===== config.mk =====
export PLATFORM = sky130hd
export DESIGN_NAME = uart_tx_io
export DESIGN_NICKNAME = d
export VERILOG_FILES = /design/src/rtl/uart_tx_io.sv
export SDC_FILE = /design/constraint.sdc
export NUM_CORES = 1
export LEC_CHECK = 0
export ABC_AREA = 0
export CORE_MARGIN = 2
export CORE_UTILIZATION = 30
export DETAILED_ROUTE_END_ITERATION = 8
export PLACE_DENSITY_LB_ADDON = 0.05
export SYNTH_ARGS = -nofsm -noshare
export SYNTH_HDL_FRONTEND = slang
export SYNTH_SLANG_ARGS = --single-unit

===== constraint.sdc =====
create_clock -name CLK -period 4.9 [get_ports CLK]
set_input_delay 0.735 -clock CLK [delete_from_list [all_inputs] [get_ports CLK]]
set_output_delay 0.735 -clock CLK [all_outputs]
set_load 0.02 [all_outputs]

===== src/rtl/uart_tx_io.sv =====
// uart_tx_io: memory-mapped 8N1 UART transmitter with byte FIFO and registered status word.
// Define UART_TX_PARITY_EN to add an even-parity bit (8E1 frames).
module uart_tx_io #(
   parameter int CLKS_PER_BIT = 16,
   parameter int FIFO_DEPTH   = 4
) (
   input  logic        CLK,
   input  logic        RESET_N,
   input  logic [31:0] mem_addr,
   input  logic [31:0] mem_wdata,
   input  logic [4:0]  mem_wmask,
   output logic [31:0] rdata,
   output logic        tx
);
   localparam int AW = $clog2(FIFO_DEPTH);
   localparam int CW = AW + 1;
   localparam int BW = $clog2(CLKS_PER_BIT);
`ifdef UART_TX_PARITY_EN
   typedef enum logic [2:0] {IDLE, START, DATA, PARITY, STOP} state_t;
`else
   typedef enum logic [1:0] {IDLE, START, DATA, STOP} state_t;
`endif
   state_t state, state_n;
   logic [7:0] mem [FIFO_DEPTH];
   logic [AW-1:0] wr_ptr, rd_ptr;
   logic [CW-1:0] count;
   logic [BW-1:0] cnt, cnt_n;
   logic [2:0] idx, idx_n;
   logic [7:0] shift, shift_n;
   logic tx_n, pop, tick, full, empty, overflow;
   logic sel, push_req, push_ok, clr_ovf, unused_bits;
`ifdef UART_TX_PARITY_EN
   logic par, par_n;
`endif
   assign sel = mem_addr[22];
   assign push_req = sel & mem_wmask[0] & mem_addr[3];
   assign clr_ovf = sel & mem_wmask[0] & mem_addr[4];
   assign full = count == CW'(FIFO_DEPTH);
   assign empty = count == '0;
   assign push_ok = push_req & (~full | pop);
   assign tick = cnt == BW'(CLKS_PER_BIT - 1);
   assign unused_bits = ^{mem_addr[31:23], mem_addr[21:5], mem_addr[2:0], mem_wdata[31:8], mem_wmask[4:1]};
   always_ff @(posedge CLK)
      if (push_ok) mem[wr_ptr] <= mem_wdata[7:0];
   always_ff @(posedge CLK or negedge RESET_N)
      if (!RESET_N) begin
         wr_ptr <= '0;
         rd_ptr <= '0;
         count <= '0;
         overflow <= 1'b0;
         rdata <= '0;
      end else begin
         wr_ptr <= wr_ptr + AW'(push_ok);
         rd_ptr <= rd_ptr + AW'(pop);
         count <= count + CW'(push_ok) - CW'(pop);
         // Clear first so a dropped push in the same cycle still leaves the flag set
         overflow <= (overflow & ~clr_ovf) | (push_req & full & ~pop);
         rdata <= {28'd0, empty, overflow, (state != IDLE) | ~empty, full};
      end
   always_ff @(posedge CLK or negedge RESET_N)
      if (!RESET_N) begin
         state <= IDLE;
         cnt <= '0;
         idx <= '0;
         shift <= '0;
         tx <= 1'b1;
`ifdef UART_TX_PARITY_EN
         par <= 1'b0;
`endif
      end else begin
         state <= state_n;
         cnt <= cnt_n;
         idx <= idx_n;
         shift <= shift_n;
         tx <= tx_n;
`ifdef UART_TX_PARITY_EN
         par <= par_n;
`endif
      end
   always_comb begin
      state_n = state;
      cnt_n = tick ? '0 : cnt + 1'b1;
      idx_n = idx;
      shift_n = shift;
      pop = 1'b0;
`ifdef UART_TX_PARITY_EN
      par_n = par;
`endif
      case (state)
         IDLE: begin
            cnt_n = '0;
            pop = ~empty;
            state_n = empty ? IDLE : START;
         end
         START: if (tick) begin
            state_n = DATA;
            idx_n = '0;
         end
         DATA: if (tick) begin
            shift_n = shift >> 1;
            idx_n = idx + 1'b1;
`ifdef UART_TX_PARITY_EN
            if (idx == 3'd7) state_n = PARITY;
         end
         PARITY: if (tick) state_n = STOP;
`else
            if (idx == 3'd7) state_n = STOP;
         end
`endif
         STOP: if (tick) begin
            pop = ~empty;
            state_n = empty ? IDLE : START;
         end
         default: state_n = IDLE;
      endcase
      if (pop) shift_n = mem[rd_ptr];
`ifdef UART_TX_PARITY_EN
      if (pop) par_n = ^mem[rd_ptr];
      tx_n = (state_n == START) ? 1'b0 : (state_n == DATA) ? shift_n[0] : (state_n == PARITY) ? par_n : 1'b1;
`else
      // tx follows the next state so the line changes on the same edge as the FSM
      tx_n = (state_n == START) ? 1'b0 : (state_n == DATA) ? shift_n[0] : 1'b1;
`endif
   end
endmodule


Yosys cells after proc, flatten, opt, wreduce, memory -nomap -nowiden
Memory sizes are Yosys's and may differ from the RTL's.
Index checks and enable logic that the tools add are counted.

word-level totals
  RAM bits = 32
  memories kept = 1
  output and inout bits = 33
  word-level logic and storage cells = 70
  bits in registers = 30
  input bits = 71

operators by class
  equality and inequality tests = 10
  bitwise operators = 14
  reduce and logical (&&, ||, !) cells = 8
  add/subtract/negate cells = 6
  multiplexer cells = 20

memories
  name  depth  width  rd ports  clocked after memory_dff  write ports  line  source
  mem   4      8      1         0                         1            24    logic [7:0] mem [FIFO_DEPTH];

operators by type and width
  operator                                                                count
  8-bit 2-to-1 mux                                                        3
  2-bit 2-to-1 mux                                                        4
  4-bit 2-to-1 mux                                                        2
  2-bit case mux with 4 select lines                                      1
  2-bit nonzero test                                                      4
  1-bit AND                                                               7
  2-bit equality test (second input constant)                             3
  3-bit equality test (second input constant)                             2
  1-bit 2-to-1 mux                                                        6
  3-bit 2-to-1 mux                                                        2
  3-bit case mux with 2 select lines                                      1
  2-bit by 1-bit adder with 2-bit output                                  2
  4-bit by 1-bit adder with 4-bit output (second input constant)          1
  2-bit by 1-bit equality test with 1-bit output (second input constant)  2
  4-bit equality test (second input constant)                             1
  2-bit != test (second input constant)                                   2
  1-bit NOT                                                               4
  3-bit by 1-bit adder with 3-bit output                                  1
  3-bit by 1-bit adder with 3-bit output (second input constant)          1
  3-bit logical NOT                                                       1
  1-bit bitwise OR                                                        3
  3-bit AND reduction                                                     1
  3-bit by 1-bit subtractor with 3-bit output                             1
  2-bit logical NOT                                                       1
  other kinds (2)                                                         2

Longest topological paths before layout
Gate-level depths: netlist (run 1).

  depth in word-level cells = 8
  gate-level depth with buffers = 11
  mapped depth without buffers = 11

Least setup slack after synthesis (run 1)
Ideal clock, no wire load.

  kind = flip-flop to flip-flop
  start point = register state[0]
  end point = register count[2]
  setup time = 123 ps
  arrival time = 2562 ps
  period minus slack after synthesis = 2685 ps
  path slack = 2215 ps
  stages on the path, launching flop included = 12
  required time = 4777 ps
  buffers on the path = 2
  cell sequence = dfrtp_1 inv_1 ha_1 nor2_1 a2111oi_2 buf_4 buf_2 o21ai_0 ha_1 fa_1 xnor2_1 xnor2_1

on the way
  longest elaborated chain between the ends = 6
  elaborated cells between the ends (all ways) = 7
  classes of those cells = add/sub: 2; eq/ne: 1; mux: 1; bitwise: 2; reduce/logical: 1

RTL lines
  what                                                             line  source
  start: declaration                                               23    state_t state, state_n;
  start signal: assignment                                         71    state <= state_n;
  2-bit equality test / 2-bit logical NOT (equally long branches)  89    case (state)
  1-bit case mux with 2 select lines *                             89
  1-bit bitwise OR                                                 40    assign push_ok = push_req & (~full | pop);
  1-bit AND                                                        40
  3-bit by 1-bit adder with 3-bit output                           55    count <= count + CW'(push_ok) - CW'(pop);
  3-bit by 1-bit subtractor with 3-bit output *                    55
  end signal: assignment                                           55
  end: declaration                                                 26    logic [CW-1:0] count;

Every way passes the cells marked *; elsewhere a longest branch is shown, timed or not.
A chain may end at the register's enable or synchronous reset.

Final worst setup path (run 1)
Same ends and word-level chain as after synthesis.

==> metrics.md, run 1 <==
| Metric | Value |
|---|---|
| Seq pwr share | `between 40% and 50%` |
| Slew Viols, Final | `0` |
| Worst-path fanout max | `21` |
| # port buffers | `18` |
| DRT Pass-1 Iters | `4` |
| P_sw | `324.8 uW` |
| Comb power frac | `approximately an eighth` |
| Synthesis Warnings | `0` |
| Drt total wl | `4878 um` |
| Total congestion overflow | `0` |
| Initial Util | `just over 30%` |
| Detailed Place HPWL | `~3400 um` |
| DRC viols | `0` |
| R2R cell count | `12` |
| Die width | `a little over 100 um` |
| Final setup vio count | `0` |
| FFs w/ async S/R, synth | `48.39%` |
| Fmax achieved | `approximately 350 MHz` |
| Slowest Stage Delay on Critical Path | `0.45 ns` |
| Layout cells sized above 1 | `between 10% and 20%` |
| Peak ir drop on the vdd network | `0.1503 mV` |
| Worst skew pair latency | `0.33 ns` |
| Period utilization | `approximately 58%` |
| CTS tree | `done` |
| Hold_buf cts | `0` |
| First-pass GRT wire length | `just over 8000 um` |
| Sink Count | `62` |
| Leakage Power | `0.001332 uW` |
| Post_cts resized | `0` |
| Slew headroom | `around three fifths` |
| Crit-path cells | `inv_1 -> ha_1 -> nor2_1 -> a2111oi_2 -> buf_4 -> nand2b_1 -> nand2b_1 -> o21ai_0 -> ha_1 -> fa_1 -> xnor2_1 -> xnor2_1` |
| Post-layout instance count excluding filler cells | `340` |
| Fin. Hold Viols | `0` |
| Switch share | `between 20% and 30%` |
| Core Area | `about 9200 um2` |
| Cell taking the most area after synthesis | `edfxtp_1` |
| RSZ-0062 raised after global routing | `no` |
| Status | `completed` |
| Hold path depth | `0` |
| Number of buffers created by CTS | `9` |
| Max-cap violations | `0` |
| Layout Utilization | `between 30% and 40%` |
| Routed Antenna Nets | `0` |
| Req. time, crit path | `5.15 ns` |
| Via density | `~4.4` |
| Crit path buf inv count | `2` |
| Arrival time at the worst endpoint | `just over 3 ns` |
| EDFF count, synth | `32` |
| Crit path kind | `reg2reg` |
| Die Ht | `just over 100 um` |
| Critical path endpoint category | `flip-flop` |
| H-tree levels | `3` |
| Synthesized area per cell | `14.28 um2` |
| WP depth | `12` |
| Setup Fix Bufs, Post-CTS | `0` |
| Main synth FF type | `edfxtp_1` |
| Post-Place Cells | `about 320` |
| Slowest CP cell | `dfrtp_1` |
| Worst Hold Class | `reg2reg` |
| Post-Syn Area | `about 2800 um2` |
| Placed cell areas | `3025 um2` |
| Root Buffer Master | `clkbuf_8` |
| Fin area | `about 3200 um2` |
| Post-synthesis register bit count | `62` |
| Final worst path period need | `roughly 2.8 ns` |
| Rows | `35` |
| Area growth, synth to finish | `15.38%` |
| Worst-Margin Slew | `0.6243 ns` |
| # IOs | `about 100` |
| Most common cell in the netlist | `edfxtp_1` |
| Clock power frac | `38.9%` |
| Initial antenna violation count | `0` |
| Antenna Cells | `0` |
| GP Congestion | `approximately 0.63` |
| Largest net degree at the start of global routing | `31` |
| Cell-internal power | `950.1 uW` |
| Max Clock Skew | `0.009775 ns` |
| Drt wl/cell | `14.35 um` |
| Sequential-to-total area share from yosys stat | `approximately three fifths` |
| Post-synthesis cell type count | `38` |
| Top cell type's share of synthesized area | `roughly a third` |
| Max clock buf depth | `2` |
| Nets | `approximately 300` |
| 1st-iter DRT viols | `32` |
| P per Cell Area | `~390 nW/um2` |
| Vias in the first global route | `about 1600` |
| Clock slew at reported path FFs | `roughly 0.07 ns` |
| Family with the most delay on the worst path | `adder cells` |
| DR vias | `between 1500 and 2000` |
| Die area | `just over 10000 um2` |
| Startpoint types | `flip-flop` |
| Tot GR Track Use | `10.69%` |
| Post-synth top cells | `32 x edfxtp_1, 29 x buf_4, 29 x dfrtp_1` |
| Synth Instances | `between 150 and 200` |
| TNS Setup | `0 ns` |
| Largest cells by area after synthesis | `edfxtp_1 34%, dfrtp_1 26%, buf_4 7.7%` |
[logic make-up after synthesis]
| kind of cell | synth area share [%] |
|---|---|
| adders and majority gates | 5.602 |
| AOI/OAI and AO/OA | 6.359 |
| other | 0.1333 |
| DFF | 60.87 |
| buffers and inverters | 9.693 |
| muxes | 9.293 |
| xor gates and xnor gates | 1.557 |
| and+or+nand+nor | 6.492 |
[cells in the final DEF (no fill, tap or decap), types with 3 or more instances in the layout]
cell type	synthesis	final
nand3_1	4	4
dfrtp_1	29	29
nor3b_1	3	3
ha_1	11	11
mux4_2	8	8
xnor2_1	3	3
o21ai_0	12	12
clkbuf_8	0	9
mux2i_1	7	7
nor3_1	3	3
conb_1	1	28
edfxtp_1	32	32
nand2_1	13	13
nor2_1	4	4
buf_4	29	5
clkdlybuf4s50_1	0	18
inv_1	7	7
[area by class of cell]
cell class              count  area (um2)
multi-input cells         121       929.6
clock buffers               9       123.9
flip-flops and latches     62        1713
clock inverters             7       97.59
well taps                 111       138.9
inverters                   7       26.28
repair buffers             23       217.7
fillers                   885        5906
[metal layers]
metal  vias up  track usage [%]  wire length [um]
met3         5            3.537               186
li1        710                -                 -
met2        31            19.18              2671
met1       758            11.76              1955
met4         0            3.793                64
met5         -                0                 0
[per-stage QoR]
| step | hold slack, ns | worst slack [ns] | total power, uW |
|---|---|---|---|
| final | 0.4009 | 2.060 | 1275 |
| after global routing | 0.4173 | 1.786 | 1342 |
| after CTS | 0.3984 | 1.972 | 1293 |
| after detailed placement | 0.3832 | 1.996 | 791.1 |
| after global placement | 0.3791 | 2.047 | 780.2 |
| after floorplan | 0.3535 | 2.215 | 740.4 |
[worst paths after layout]
check | from | to | slack, ns
min in group asynchronous | RESET_N | cnt[1] | 0.80
min | overflow | rdata[2] | 0.40
max in group asynchronous | RESET_N | tx | 3.78
max | state[0] | count[2] | 2.06
min reg2reg | overflow | rdata[2] | 0.40
max reg2reg | state[0] | count[2] | 2.06
[sequential cells by signal, summed over array words and instances (netlist names)]
name	cells
rd_ptr	2
cnt	4
rdata	4
mem	32
shift	8
count	3
wr_ptr	2
idx	3
state	2
overflow	1
tx	1
[power by group through the flow]
stage / combinational [uW] / sequential [uW] / clock, uW
global route: 168 / 635 / 539
global placement: 146 / 635 / 0
CTS: 154 / 629 / 510
floorplan: 96.9 / 644 / 0
finish: 150 / 629 / 496
detailed placement: 152 / 639 / 0
Note: power is estimated with default switching activity, not from simulation.
==> run 2, diff against run 1 <==
Clock period 4.9 ns to 3 ns, I/O delays scaled along.
==> run 2 against run 1 <==
Against the previous run:
- non-clock buffer count grew 1
- sequential share of layout area down 1.1 points
- sequential power increased by 62%
==> metrics.md, run 2 (synthesized netlist as in run 1, its figures left out) <==
| Metric | Value |
|---|---|
| Tot GR Track Use | `10.32%` |
| Drt wl/cell | `roughly 13 um` |
| Nets | `~300` |
| Detailed Place HPWL | `between 3000 and 4000 um` |
| First-pass GRT wire length | `approximately 8000 um` |
| Final setup vio count | `0` |
| Most used cells in the layout excluding fill and tap cells | `32 x edfxtp_1, 29 x dfrtp_1, 28 x conb_1` |
| Antenna Cells | `0` |
| Rows | `35` |
| Slowest Stage Delay on Critical Path | `around 0.44 ns` |
| Clock power frac | `43.2%` |
| Req. time, crit path | `3.20 ns` |
| Crit-path cells | `inv_1 -> ha_1 -> nor2_1 -> a2111oi_4 -> nand2b_1 -> nand2b_1 -> o21ai_0 -> ha_1 -> fa_1` |
| Worst-path fanout max | `7` |
| Max clock buf depth | `2` |
| Hold WS | `between 0.3 and 0.4 ns` |
| Family with the most delay on the worst path | `adder cells` |
| Root Buffer Master | `clkbuf_8` |
| Period utilization | `between 80% and 90%` |
| H-tree levels | `3` |
| Number of buffers created by CTS | `9` |
| Commonest non-fill, non-tap cell in the layout | `edfxtp_1` |
| Peak ir drop on the vdd network | `a little under 0.4 mV` |
| DR vias | `1472` |
| Sink Count | `between 60 and 70` |
| P per Cell Area | `about 670 nW/um2` |
| Leakage Power | `approximately 0.0014 uW` |
| Status | `completed` |
| Vias in the first global route | `1518` |
| Crit path kind | `reg2reg` |
| Pwr Total | `2235 uW` |
| Initial antenna violation count | `0` |
| TNS Setup | `0 ns` |
| Total congestion overflow | `0` |
| Arrival time at the worst endpoint | `between 2 and 3 ns` |
| Slew Viols, Final | `0` |
| Layout cells sized above 1 | `~16%` |
| Max-cap violations | `0` |
| Cell-internal power | `around 1700 uW` |
| Fin. Hold Viols | `0` |
| Largest Register | `mem` |
| Initial Util | `30.75%` |
| DRC viols | `0` |
| Largest regs | `mem: 32 flops, shift: 8 flops` |
| Die width | `approximately 100 um` |
| GP Congestion | `about 0.68` |
| RSZ-0062 raised after global routing | `no` |
| Max reg flops | `32` |
| Critical path endpoint category | `flip-flop` |
| Clock slew at reported path FFs | `0.07 ns` |
| Seq pwr share | `45.8%` |
| Slowest CP cell | `dfrtp_1` |
| Via density | `about 4.3` |
| Largest net degree at the start of global routing | `31` |
| Die Ht | `~100 um` |
| # IOs | `104` |
| Worst-Margin Slew | `0.5897 ns` |
| Routed Antenna Nets | `0` |
| Slew headroom | `between 60% and 70%` |
| Fmax achieved | `around 380 MHz` |
| Worst Hold Class | `reg2reg` |
| CTS tree | `done` |
| Final worst path period need | `about 2.6 ns` |
| Die area | `slightly above 10000 um2` |
| P_sw | `508.1 uW` |
| Comb power frac | `11.1%` |
| Worst skew pair latency | `about 0.33 ns` |
| # port buffers | `18` |
| Max Clock Skew | `a little under 0.009 ns` |
| Switch share | `22.74%` |
| Core Area | `9153 um2` |
| Area growth, synth to finish | `17.83%` |
| Crit path buf inv count | `1` |
| Startpoint types | `flip-flop` |
| Drt total wl | `approximately 4600 um` |
| DRT Pass-1 Iters | `4` |
| 1st-iter DRT viols | `11` |
==> run 2: cell count changes in the layout (fill, tap and decap cells not counted) <==
cell / change
a2111oi_2: -1
a2111oi_4: +1
buf_4: +1
bufinv_16: +2
clkinv_2: -1
clkinv_4: +2
clkinvlp_4: -2
inv_6: -1
==> run 2: worst paths after layout <==
check,from,endpoint,slack [ns],cells after the start
max,state[0],count[1],0.35,9
min,overflow,rdata[2],0.39,0
max reg2reg,state[0],count[1],0.35,9
min reg2reg,overflow,rdata[2],0.39,0
max in group asynchronous,RESET_N,tx,2.16,2
min in group asynchronous,RESET_N,cnt[0],0.51,2
==> run 2: routing by layer <==
layer,global-route usage [%],vias to the layer above,wire (um)
li1,-,712,-
met1,12.17,726,1908
met2,17.28,30,2456
met3,3.745,4,185
met4,3.793,0,47
met5,0,-,0
==> run 2: layout make-up <==
cell class              instances  area [um2]
fillers                       887        5837
flip-flops and latches         62        1713
multi-input cells             121       942.2
repair buffers                 24       225.2
clock inverters                 7       146.4
well taps                     111       138.9
clock buffers                   9       123.9
inverters                       7       26.28
==> run 2: what timing repair did <==
item                       4_1_cts  5_1_grt
setup endpoints to repair        0        2
buffers inserted                 0        0
hold buffers                     0        0
resized for setup                0        1
==> run 2: power groups by stage <==
stage / Combinational, uW / Clock [uW] / Sequential (uW)
finish: 247 / 965 / 1020
global route: 275 / 1030 / 1030
CTS: 252 / 994 / 1020
detailed placement: 251 / 0 / 1040
global placement: 246 / 0 / 1040
floorplan: 158 / 0 / 1050
==> run 2: through the flow <==
step                      worst slack (ns)  cells  util [%]  instance area (um2)
final                               0.3511    341     36.23                 3316
after global routing                0.1158    341     36.23                 3316
after CTS                           0.1625    341     36.09                 3303
after detailed placement            0.1845    325     33.14                 3033
after global placement              0.2068    325     33.14                 3033
after floorplan                     0.3152    224         -                 2915
